### src/rtl/i2s_audio_tx.sv
// i2s_audio_tx: serialises 16-bit signed stereo PCM to I2S on the single clk32 domain.
// The bit clock comes from a fractional NCO: two ticks per BCK period and 64 BCK per frame.
// Each frame has two 32-bit slots.
// Build option: define I2S_LEFT_JUSTIFIED_EN for left-justified framing. In that format the
// MSB coincides with the LRCK change. Otherwise the standard I2S one-BCK delay is used.
module i2s_audio_tx #(
   parameter int unsigned CLK_RATE    = 32000000,
   parameter int unsigned SAMPLE_RATE = 48000
) (
   input  logic        clk32,
   input  logic        reset_n,
   input  logic [15:0] left_in,
   input  logic [15:0] right_in,
   input  logic        sample_valid,
   input  logic        mute,
   output logic        sample_req,
   output logic        I2S_BCK,
   output logic        I2S_LRCK,
   output logic        I2S_DATA
);

   // Two NCO ticks per bit, 64 bits per frame.
   localparam logic [32:0] IncW = 33'(64'(SAMPLE_RATE) * 64'd128);
   localparam logic [32:0] ClkW = 33'(CLK_RATE);

   if (64'(SAMPLE_RATE) * 64'd128 >= 64'(CLK_RATE)) begin : gen_rate_check
      $error("i2s_audio_tx: 128*SAMPLE_RATE must be below CLK_RATE");
   end

   logic [31:0] acc_q, acc_d;
   logic        bck_q, bck_d;
   logic        lrck_q, lrck_d;
   logic        data_q, data_d;
   logic [5:0]  bit_cnt_q, bit_cnt_d;
   logic [15:0] hold_l_q, hold_l_d, hold_r_q, hold_r_d;
   logic [15:0] shift_l_q, shift_l_d, shift_r_q, shift_r_d;

   logic [32:0] acc_sum;
   logic        tick, fall, frame_load;
   logic [5:0]  cnt_nxt;
   logic [15:0] load_l, load_r;

   // NCO, bit counter, slot map and sample handshake.
   always_comb begin
      acc_sum    = {1'b0, acc_q} + IncW;
      tick       = (acc_sum >= ClkW);
      acc_d      = tick ? 32'(acc_sum - ClkW) : acc_sum[31:0];
      fall       = tick & bck_q;
      cnt_nxt    = bit_cnt_q + 6'd1;
      frame_load = fall & (cnt_nxt == 6'd0);
      // A strobe in the load clk bypasses the holding regs straight into the shifter.
      load_l     = mute ? 16'h0000 : (sample_valid ? left_in : hold_l_q);
      load_r     = mute ? 16'h0000 : (sample_valid ? right_in : hold_r_q);

      bck_d      = bck_q;
      lrck_d     = lrck_q;
      data_d     = data_q;
      bit_cnt_d  = bit_cnt_q;
      hold_l_d   = hold_l_q;
      hold_r_d   = hold_r_q;
      shift_l_d  = shift_l_q;
      shift_r_d  = shift_r_q;

      if (sample_valid) begin
         hold_l_d = left_in;
         hold_r_d = right_in;
      end
      if (tick) begin
         bck_d = ~bck_q;
      end
      // LRCK and DATA move only on BCK falling edges.
      if (fall) begin
         bit_cnt_d = cnt_nxt;
         lrck_d    = cnt_nxt[5];
         data_d    = 1'b0;
         if (frame_load) begin
            shift_l_d = load_l;
            shift_r_d = load_r;
         end
`ifdef I2S_LEFT_JUSTIFIED_EN
         if (frame_load) begin
            data_d    = load_l[15];
            shift_l_d = {load_l[14:0], 1'b0};
         end else if (cnt_nxt < 6'd16) begin
            data_d    = shift_l_q[15];
            shift_l_d = {shift_l_q[14:0], 1'b0};
         end else if (cnt_nxt >= 6'd32 && cnt_nxt < 6'd48) begin
            data_d    = shift_r_q[15];
            shift_r_d = {shift_r_q[14:0], 1'b0};
         end
`else
         if (cnt_nxt >= 6'd1 && cnt_nxt <= 6'd16) begin
            data_d    = shift_l_q[15];
            shift_l_d = {shift_l_q[14:0], 1'b0};
         end else if (cnt_nxt >= 6'd33 && cnt_nxt <= 6'd48) begin
            data_d    = shift_r_q[15];
            shift_r_d = {shift_r_q[14:0], 1'b0};
         end
`endif
      end
   end

   // State registers; bit_cnt resets to 63 so the first falling edge opens a fresh frame.
   always_ff @(posedge clk32 or negedge reset_n) begin
      if (!reset_n) begin
         acc_q     <= '0;
         bck_q     <= 1'b0;
         lrck_q    <= 1'b0;
         data_q    <= 1'b0;
         bit_cnt_q <= 6'd63;
         hold_l_q  <= '0;
         hold_r_q  <= '0;
         shift_l_q <= '0;
         shift_r_q <= '0;
      end else begin
         acc_q     <= acc_d;
         bck_q     <= bck_d;
         lrck_q    <= lrck_d;
         data_q    <= data_d;
         bit_cnt_q <= bit_cnt_d;
         hold_l_q  <= hold_l_d;
         hold_r_q  <= hold_r_d;
         shift_l_q <= shift_l_d;
         shift_r_q <= shift_r_d;
      end
   end

   assign sample_req = frame_load;
   assign I2S_BCK    = bck_q;
   assign I2S_LRCK   = lrck_q;
   assign I2S_DATA   = data_q;

endmodule

### config.mk
export PLATFORM = sky130hd
export DESIGN_NAME = i2s_audio_tx
export DESIGN_NICKNAME = d
export VERILOG_FILES = /design/src/rtl/i2s_audio_tx.sv
export SDC_FILE = /design/constraint.sdc
export NUM_CORES = 1
export LEC_CHECK = 0
export ABC_AREA = 1
export ABC_CLOCK_PERIOD_IN_PS = 2800
export BUFFER_PORTS_ARGS = -buffer_cell sky130_fd_sc_hd__buf_2
export CELL_PAD_IN_SITES_DETAIL_PLACEMENT = 1
export CELL_PAD_IN_SITES_GLOBAL_PLACEMENT = 1
export CORE_MARGIN = 4
export CORE_UTILIZATION = 41
export CTS_CLUSTER_SIZE = 12
export DETAILED_ROUTE_END_ITERATION = 8
export GPL_TIMING_DRIVEN = 0
export PLACE_DENSITY = 0.74
export SETUP_SLACK_MARGIN = 0.05
export SLEW_MARGIN = 5
export SYNTH_ARGS = -nofsm -noshare
export SYNTH_HDL_FRONTEND = slang
export SYNTH_SLANG_ARGS = --single-unit
### constraint.sdc
create_clock -name clk32 -period 2.8 [get_ports clk32]
set_clock_uncertainty 0.2 [all_clocks]
set_input_delay 0.84 -clock clk32 [delete_from_list [all_inputs] [get_ports clk32]]
set_output_delay 0.84 -clock clk32 [all_outputs]
set_load 0.03 [all_outputs]
==> results of run 1 <==
## power by group
part	switching [uW]	internal (uW)
clock network	507	652
logic	91.5	59.6
registers	11.2	1400
total	610	2110
## routing by layer
metal / vias up / routed length [um]
met3: 20 / 272
met5: - / 0
met2: 51 / 7940
met1: 2220 / 6330
met4: 0 / 234
li1: 2200 / -
## critical path: stages, from the launching register on
cell and delay [ps]:
dfrtp_1 400, inv_1 80, ha_1 250, a21oi_2 250
nor2_4 60, nand3_2 80, nand2_2 90, a21oi_4 180
nand2_2 100, nand2_4 110, nor2_8 50, nand2_8 80
nand3_4 70, clkinv_4 60, buf_6 120
## cells by family (layout without fill, tap and decap cells)
family | after synthesis | after routing | synth area share, %
mux | 17 | 17 | 3.73
compound gates | 77 | 77 | 9.07
fa+ha+maj | 7 | 7 | 1.71
simple gates | 288 | 288 | 26.2
buf+inv | 117 | 230 | 9.37
flops | 94 | 94 | 46.0
xor+xnor | 23 | 23 | 3.93
## sequential cells by signal, summed over array words and instances, names as in the netlist
name       cells
hold_r_q      16
shift_l_q     16
shift_r_q     16
I2S_BCK        1
bit_cnt_q      6
I2S_DATA       1
acc_q         21
I2S_LRCK       1
hold_l_q      16
## how the worst max path moves through the flow
stage                 endpoint  slack (ps)  cells after the start
global placement    sample_req        -380                     16
detailed placement  sample_req        -400                     16
CTS                 sample_req        -530                     16
floorplan           sample_req          30                     15
finish              sample_req        -570                     14
global route        sample_req        -730                     14
## what timing repair did
item	4_1_cts	5_1_grt
gates cloned	0	4
setup buffers	20	34
gates resized for setup	33	103
hold buffers	0	0
endpoints found under the setup margin	29	58
pin swaps	16	36
## metrics by stage
| step | setup TNS [ps] | total power (uW) | area (um2) |
|---|---|---|---|
| after global routing | -8900 | 2840 | 6830 |
| after floorplan | 0 | 1510 | 5200 |
| after global placement | -31250 | 1580 | 5600 |
| after detailed placement | -6890 | 1590 | 5630 |
| after CTS | -529 | 2750 | 6180 |
| final | -1600 | 2720 | 6830 |
## cells in the final DEF (no fill, tap or decap), drive strengths merged, types with 3 or more instances in the layout
master and n:
a21oi 4, buf 105, clkbuf 26, clkinv 5, dfrtp 88, dfstp 6, ha 7, inv 93
mux2 17, nand2 171, nand3 36, nand3b 5, nand4 22, nor2 48, nor3 3, o21ai 57
o22ai 15, xnor2 7, xor2 16
## area by class of cell
type / instances / area, um2 / area share, %
Timing Repair inverter: 1 / 8.76 / 0.128
Buffer: 20 / 169 / 2.47
Inverter: 97 / 400 / 5.87
Tap cell: 168 / 210 / 3.08
Sequential cell: 94 / 2360 / 34.6
Clock buffer: 15 / 268 / 3.92
Multi-Input combinational cell: 412 / 2660 / 38.9
Clock inverter: 1 / 5.00 / 0.0733
Timing Repair Buffer: 96 / 747 / 10.9
==> metrics.yaml, run 1 <==
grt:
  first_global_vias: 4639
  met1_usage_pct: 23.9
  antenna_found_initial: 0
  grt_use_met2_pct: 34.5
  grt_pass1_wl_um: 22400
  grt_use_met3_pct: 3.16
  grt_usage_pct: 19.4
  grt_max_degree: 67
  gr-total-overflow: 0
  globalRoute.busiestLayer: "met2"
die:
  initial_core_util_pct: 42.4
  io_pins: 40
  fp.dieH_um: 120
  coreArea_um2: 12100
  dieArea_um2: 14400
  rows: 40
  die_w_um: 120
logic_synthesis:
  synth.distinct_cells: 37
  ys_ff_latch: 94
  synth_top_area_cell: "dfrtp_1"
  syn-num-nets: 666
  yosysWarnings: 0
  ys.flop_type: "dfrtp_1"
  syn_area_per_cell_um2: 8.23
  synth_edf_count: 0
  synth_area_leaders: "dfrtp_1, nand2_1, inv_1, o21ai_0, mux2_2"
  synth_top_cell_area_share_pct: 42.9
  synthArstFlopShare_pct: 100
  yosysMostFrequentCell: "nand2_1"
  syn_area_um2: 5130
  synth_common_cells: "nand2_1, dfrtp_1, inv_1"
  syn_inst: 623
  seq_area_frac_synth_pct: 46.0
worst_setup_path:
  r2r-start: "acc_q[20]"
  worstSetupPathType: "flip-flop to output port"
  regToRegEndpoint: "shift_l_q[13]"
  arrival_ps: 2330
  critPathLaunchType: "flip-flop"
  reg2reg_slack_ps: -70
  critPathLaunch: "acc_q[11]"
  worstSetupEndpointType: "output port"
  reg2reg_depth: 22
  crit_fanout: 3
  crit_required_ps: 1760
clocking:
  clk_pin_slew_ps: 60
  clockBufferDepth: 2
  cts_tree: "built"
  clock_sinks: 94
  clk_latency_ps: 340
  cts_max_level: 3
  root_buffer: "clkbuf_16"
  numCtsBuffers: 9
place:
  place.gp.congestion: 0.830
  numPortBuffers: 38
  dpl_worst_slack_ps: -399
  place_hpwl_um: 9420
  dp_cells: 830
sta:
  slew_violations: 0
  worst_pin_slew_ps: 559
  relSlewSlack_pct: 62.7
  fin_ws_ps: -572
  hold_viol: 0
  fin_crit_sh_pct: 120
  fin_crit_ps: 3370
  fmax_mhz: 297
  rsz0062_at_grt: "yes"
  hold_ws_ps: 222
  finalSetupViolCount: 33
status:
  violations: "setup timing"
  status: "complete, but fails checks"
layout:
  final_core_util_pct: 56.4
  antennaDiodeCount: 0
  drive_above_1_share_pct: 36.1
  fin_nets: 774
  area_growth_pct: 33.0
  fin_cells: 904
  fill_cells: 1456
routing:
  ant_nets: 0
  wl_per_cell_um: 16.3
  dr.pass1.iters: 4
  vias: 4491
  viasPerCell: 4.97
  drtIter0Drc: 203
  drc: 0
  wirelength_um: 14800
pwr:
  max-vdd-ir-drop_mv: 0.290
  p_leak_uw: 0.00328
  power_density_nw_per_um2: 399
job:
  timing.max_cap.violations: 0
min_path:
  hold_path.class: "input port to asynchronous set/reset pin"
(Power assumes the default switching activity.)
==> inputs of run 2 (changes only) <==
- ABC_CLOCK_PERIOD_IN_PS: 2800 -> 3500
- CORE_UTILIZATION: 41 -> 45
- PLACE_DENSITY: 0.74 -> 0.77
- clock period: 2.8 -> 3.5 ns (I/O delays scaled with it)
==> run 2 against run 1 <==
Net effect:
- the run still ends with setup timing left
- global-route usage is 4.8 points higher
- power shrank 17%
- first-iteration DRC count decreased by 0.99%
- worst hold slack better by 63 ps
- count of clock-buffer cells in the layout fell by 2
- final cell count decreased by 4.9%
- design area decreased by 6.7%
- wire length rose by 3.4%
- critical path depth up 3
- utilization up 1.6 points
- critical endpoint unchanged
==> metrics.yaml, run 2 (synthesis results as in run 1) <==
routing:
  ant_nets: 0  # unchanged
  drtIter0Drc: 201  # was 203
  wirelength_um: 15300  # was 14,800 um
  wl_per_cell_um: 17.8  # was 16.3 um
  vias: 4613  # was 4,491
  dr.pass1.iters: 4  # unchanged
  drc: 0  # unchanged
  viasPerCell: 5.36  # was 4.97
worst_setup_path:
  path_buf_inv: 5  # was 3
  cpLargestDelayFamily: "simple AND/OR/NAND/NOR gates"  # unchanged
  r2r-start: "bit_cnt_q[0]"  # was acc_q[20]
  regToRegEndpoint: "shift_l_q[8]"  # was shift_l_q[13]
  worstSetupEndpointType: "output port"  # unchanged
  critPathLaunchType: "flip-flop"  # unchanged
  arrival_ps: 2470  # was 2330 ps
  crit_fanout: 4  # was 3
  crit_required_ps: 2250  # was 1760 ps
  reg2reg_slack_ps: 510  # was -70 ps
  critPathMaxStageDelay_ps: 410  # was 400 ps
  crit_slowest_cell: "dfrtp_1"  # unchanged
  worstSetupPathType: "flip-flop to output port"  # unchanged
  path_cells: "inv_2 -> ha_4 -> nand2_8 -> nand2_8 -> nand2_4 -> nand3_2 -> nand2_1 -> buf_4 -> nand3_1 -> nor2_1 -> a21oi_1 -> nand2_2 -> inv_2 -> nand2_8 -> nand3_4 -> inv_2 -> buf_6"  # was inv_1 -> ha_1 -> a21oi_2 -> nor2_4 -> nand3_2 -> nand2_2 -> a21oi_4 -> nand2_2 -> nand2_4 -> nor2_8 -> nand2_8 -> nand3_4 -> clkinv_4 -> buf_6
  reg2reg_depth: 12  # was 22
min_path:
  holdPathEnd: "I2S_DATA"
  worstHoldStart: "I2S_DATA"
  hold_path.class: "flip-flop to flip-flop"  # was input port to asynchronous set/reset pin
  hold_depth: 2
grt:
  grt_pass1_wl_um: 25000  # was 22,400 um
  gr-total-overflow: 0  # unchanged
  grt_max_degree: 63  # was 67
  first_global_vias: 5076  # was 4,639
  grt_usage_pct: 24.2  # was 19.4%
  antenna_found_initial: 0  # unchanged
sta:
  fmax_mhz: 269
  worst_pin_slew_ps: 729  # was 559 ps
  slew_violations: 0  # unchanged
  fin_crit_sh_pct: 106
  hold_viol: 0  # unchanged
  fin_crit_ps: 3720
  relSlewSlack_pct: 51.4  # was 62.7%
  hold_ws_ps: 286  # was 222 ps
  fin_ws_ps: -218  # was -572 ps
  rsz0062_at_grt: "yes"  # unchanged
  finalSetupViolCount: 1  # was 33
pwr:
  power_density_nw_per_um2: 355  # was 399 nW/um2
  switching_share_pct: 22.9  # was 22.4%
  internal_power_uw: 1740  # was 2110 uW
  power_frac_seq_pct: 49.9  # was 51.9%
  power_switching_uw: 519  # was 610 uW
  p_leak_uw: 0.00311  # was 0.00328 uW
  total_power_uw: 2260  # was 2720 uW
  max-vdd-ir-drop_mv: 0.241  # was 0.290 mV
  clkPwrFrac_pct: 44.7  # was 42.6%
  combPwrFrac_pct: 5.5  # was 5.6%
layout:
  fin_nets: 758  # was 774
  antennaDiodeCount: 0  # unchanged
  drive_above_1_share_pct: 30.1  # was 36.1%
  regMostFlops: "acc_q"  # unchanged
  mostFrequentLayoutCell: "nand2_1"  # unchanged
  seq_area_um2: 2360  # about the same
  fill_cells: 1341  # was 1,456
  largest_reg_flops: 21  # unchanged
  layout_common_cells: "nand2_1, dfrtp_1, inv_1"  # unchanged
  multi_input_area_um2: 2510  # was 2660 um2
  area_growth_pct: 24.1  # was 33.0%
clocking:
  numCtsBuffers: 9  # unchanged
  cts_tree: "built"  # unchanged
  clk_pin_slew_ps: 70  # was 60 ps
  root_buffer: "clkbuf_16"  # unchanged
  clock_sinks: 94  # unchanged
  clockBufferDepth: 2  # unchanged
  cts_max_level: 3  # unchanged
  clk_latency_ps: 350  # was 340 ps
job:
  timing.max_cap.violations: 0  # unchanged
die:
  fp.dieH_um: 115  # was 120 um
  rows: 38  # was 40
  io_pins: 40  # unchanged
  coreArea_um2: 11000  # was 12,100 um2
  initial_core_util_pct: 46.7  # was 42.4%
  dieArea_um2: 13200  # was 14,400 um2
  die_w_um: 115  # was 120 um
status:
  status: "complete, but fails checks"  # unchanged
  violations: "setup timing"  # unchanged
place:
  dpl_worst_slack_ps: -194  # was -399 ps
  place.gp.congestion: 0.811  # was 0.830
  numPortBuffers: 38  # unchanged
  place_hpwl_um: 9360  # was 9420 um
[run 2: final cells by class]
cell class | count | share of cell area, %
multi-input cells | 412 | 39.5
flip-flops and latches | 94 | 37.1
repair buffers | 81 | 8.51
inverters | 97 | 5.88
clock buffers | 13 | 3.93
well taps | 140 | 2.75
plain buffers | 20 | 1.67
clock inverters | 3 | 0.688
[run 2: power groups by stage]
| stage | logic [uW] | registers [uW] | clock network (uW) |
|---|---|---|---|
| 2_1_floorplan | 59.4 | 1150 | 0 |
| 3_3_place_gp | 117 | 1150 | 0 |
| 3_5_place_dp | 125 | 1150 | 0 |
| 4_1_cts | 127 | 1130 | 1020 |
| 5_1_grt | 143 | 1130 | 1060 |
| 6_report | 123 | 1130 | 1010 |
[run 2: worst reg2reg max path, stage by stage (launching register included)]
cell      delay, ps
dfstp_2         560
ha_1            230
nand3_1         100
xor2_1          320
inv_1           120
nand4_1         140
nand3_1         110
buf_2           210
nand2_1         170
clkbuf_1        400
o22ai_1         160
nand2_1         120
o21ai_2          50
[run 2: how the worst max path moves through the flow]
stage               from  cells after the start          to
2_1_floorplan  acc_q[14]                     15  sample_req
3_3_place_gp   acc_q[14]                     16  sample_req
3_5_place_dp   acc_q[14]                     16  sample_req
4_1_cts        acc_q[14]                     17  sample_req
5_1_grt        acc_q[14]                     17  sample_req
6_report       acc_q[14]                     17  sample_req
[run 2: what timing repair did]
item	4_1_cts	5_1_grt
endpoints found under the hold margin	0	0
gates resized for setup	52	8
pin swaps	21	14
hold buffers	0	0
endpoints found under the setup margin	1	1
setup buffers	34	8
[run 2: metrics by stage]
stage               util (%)  area (um2)  std cells  setup TNS (ps)
detailed placement      50.3        5530        802            -372
global placement        50.0        5500        801            -164
finish                  58.0        6370        860            -218
global route            58.0        6370        860            -343
floorplan                  -        5130        623               0
CTS                     57.1        6270        852           -38.5
[run 2: metal layers]
layer | global-route usage [%] | vias to the layer above | share of wire (%)
met5 | 0 | - | 0
met4 | 10.8 | 0 | 2.8
met3 | 3.63 | 34 | 3.1
met2 | 41.8 | 84 | 52
met1 | 30.1 | 2327 | 42
li1 | - | 2168 | -
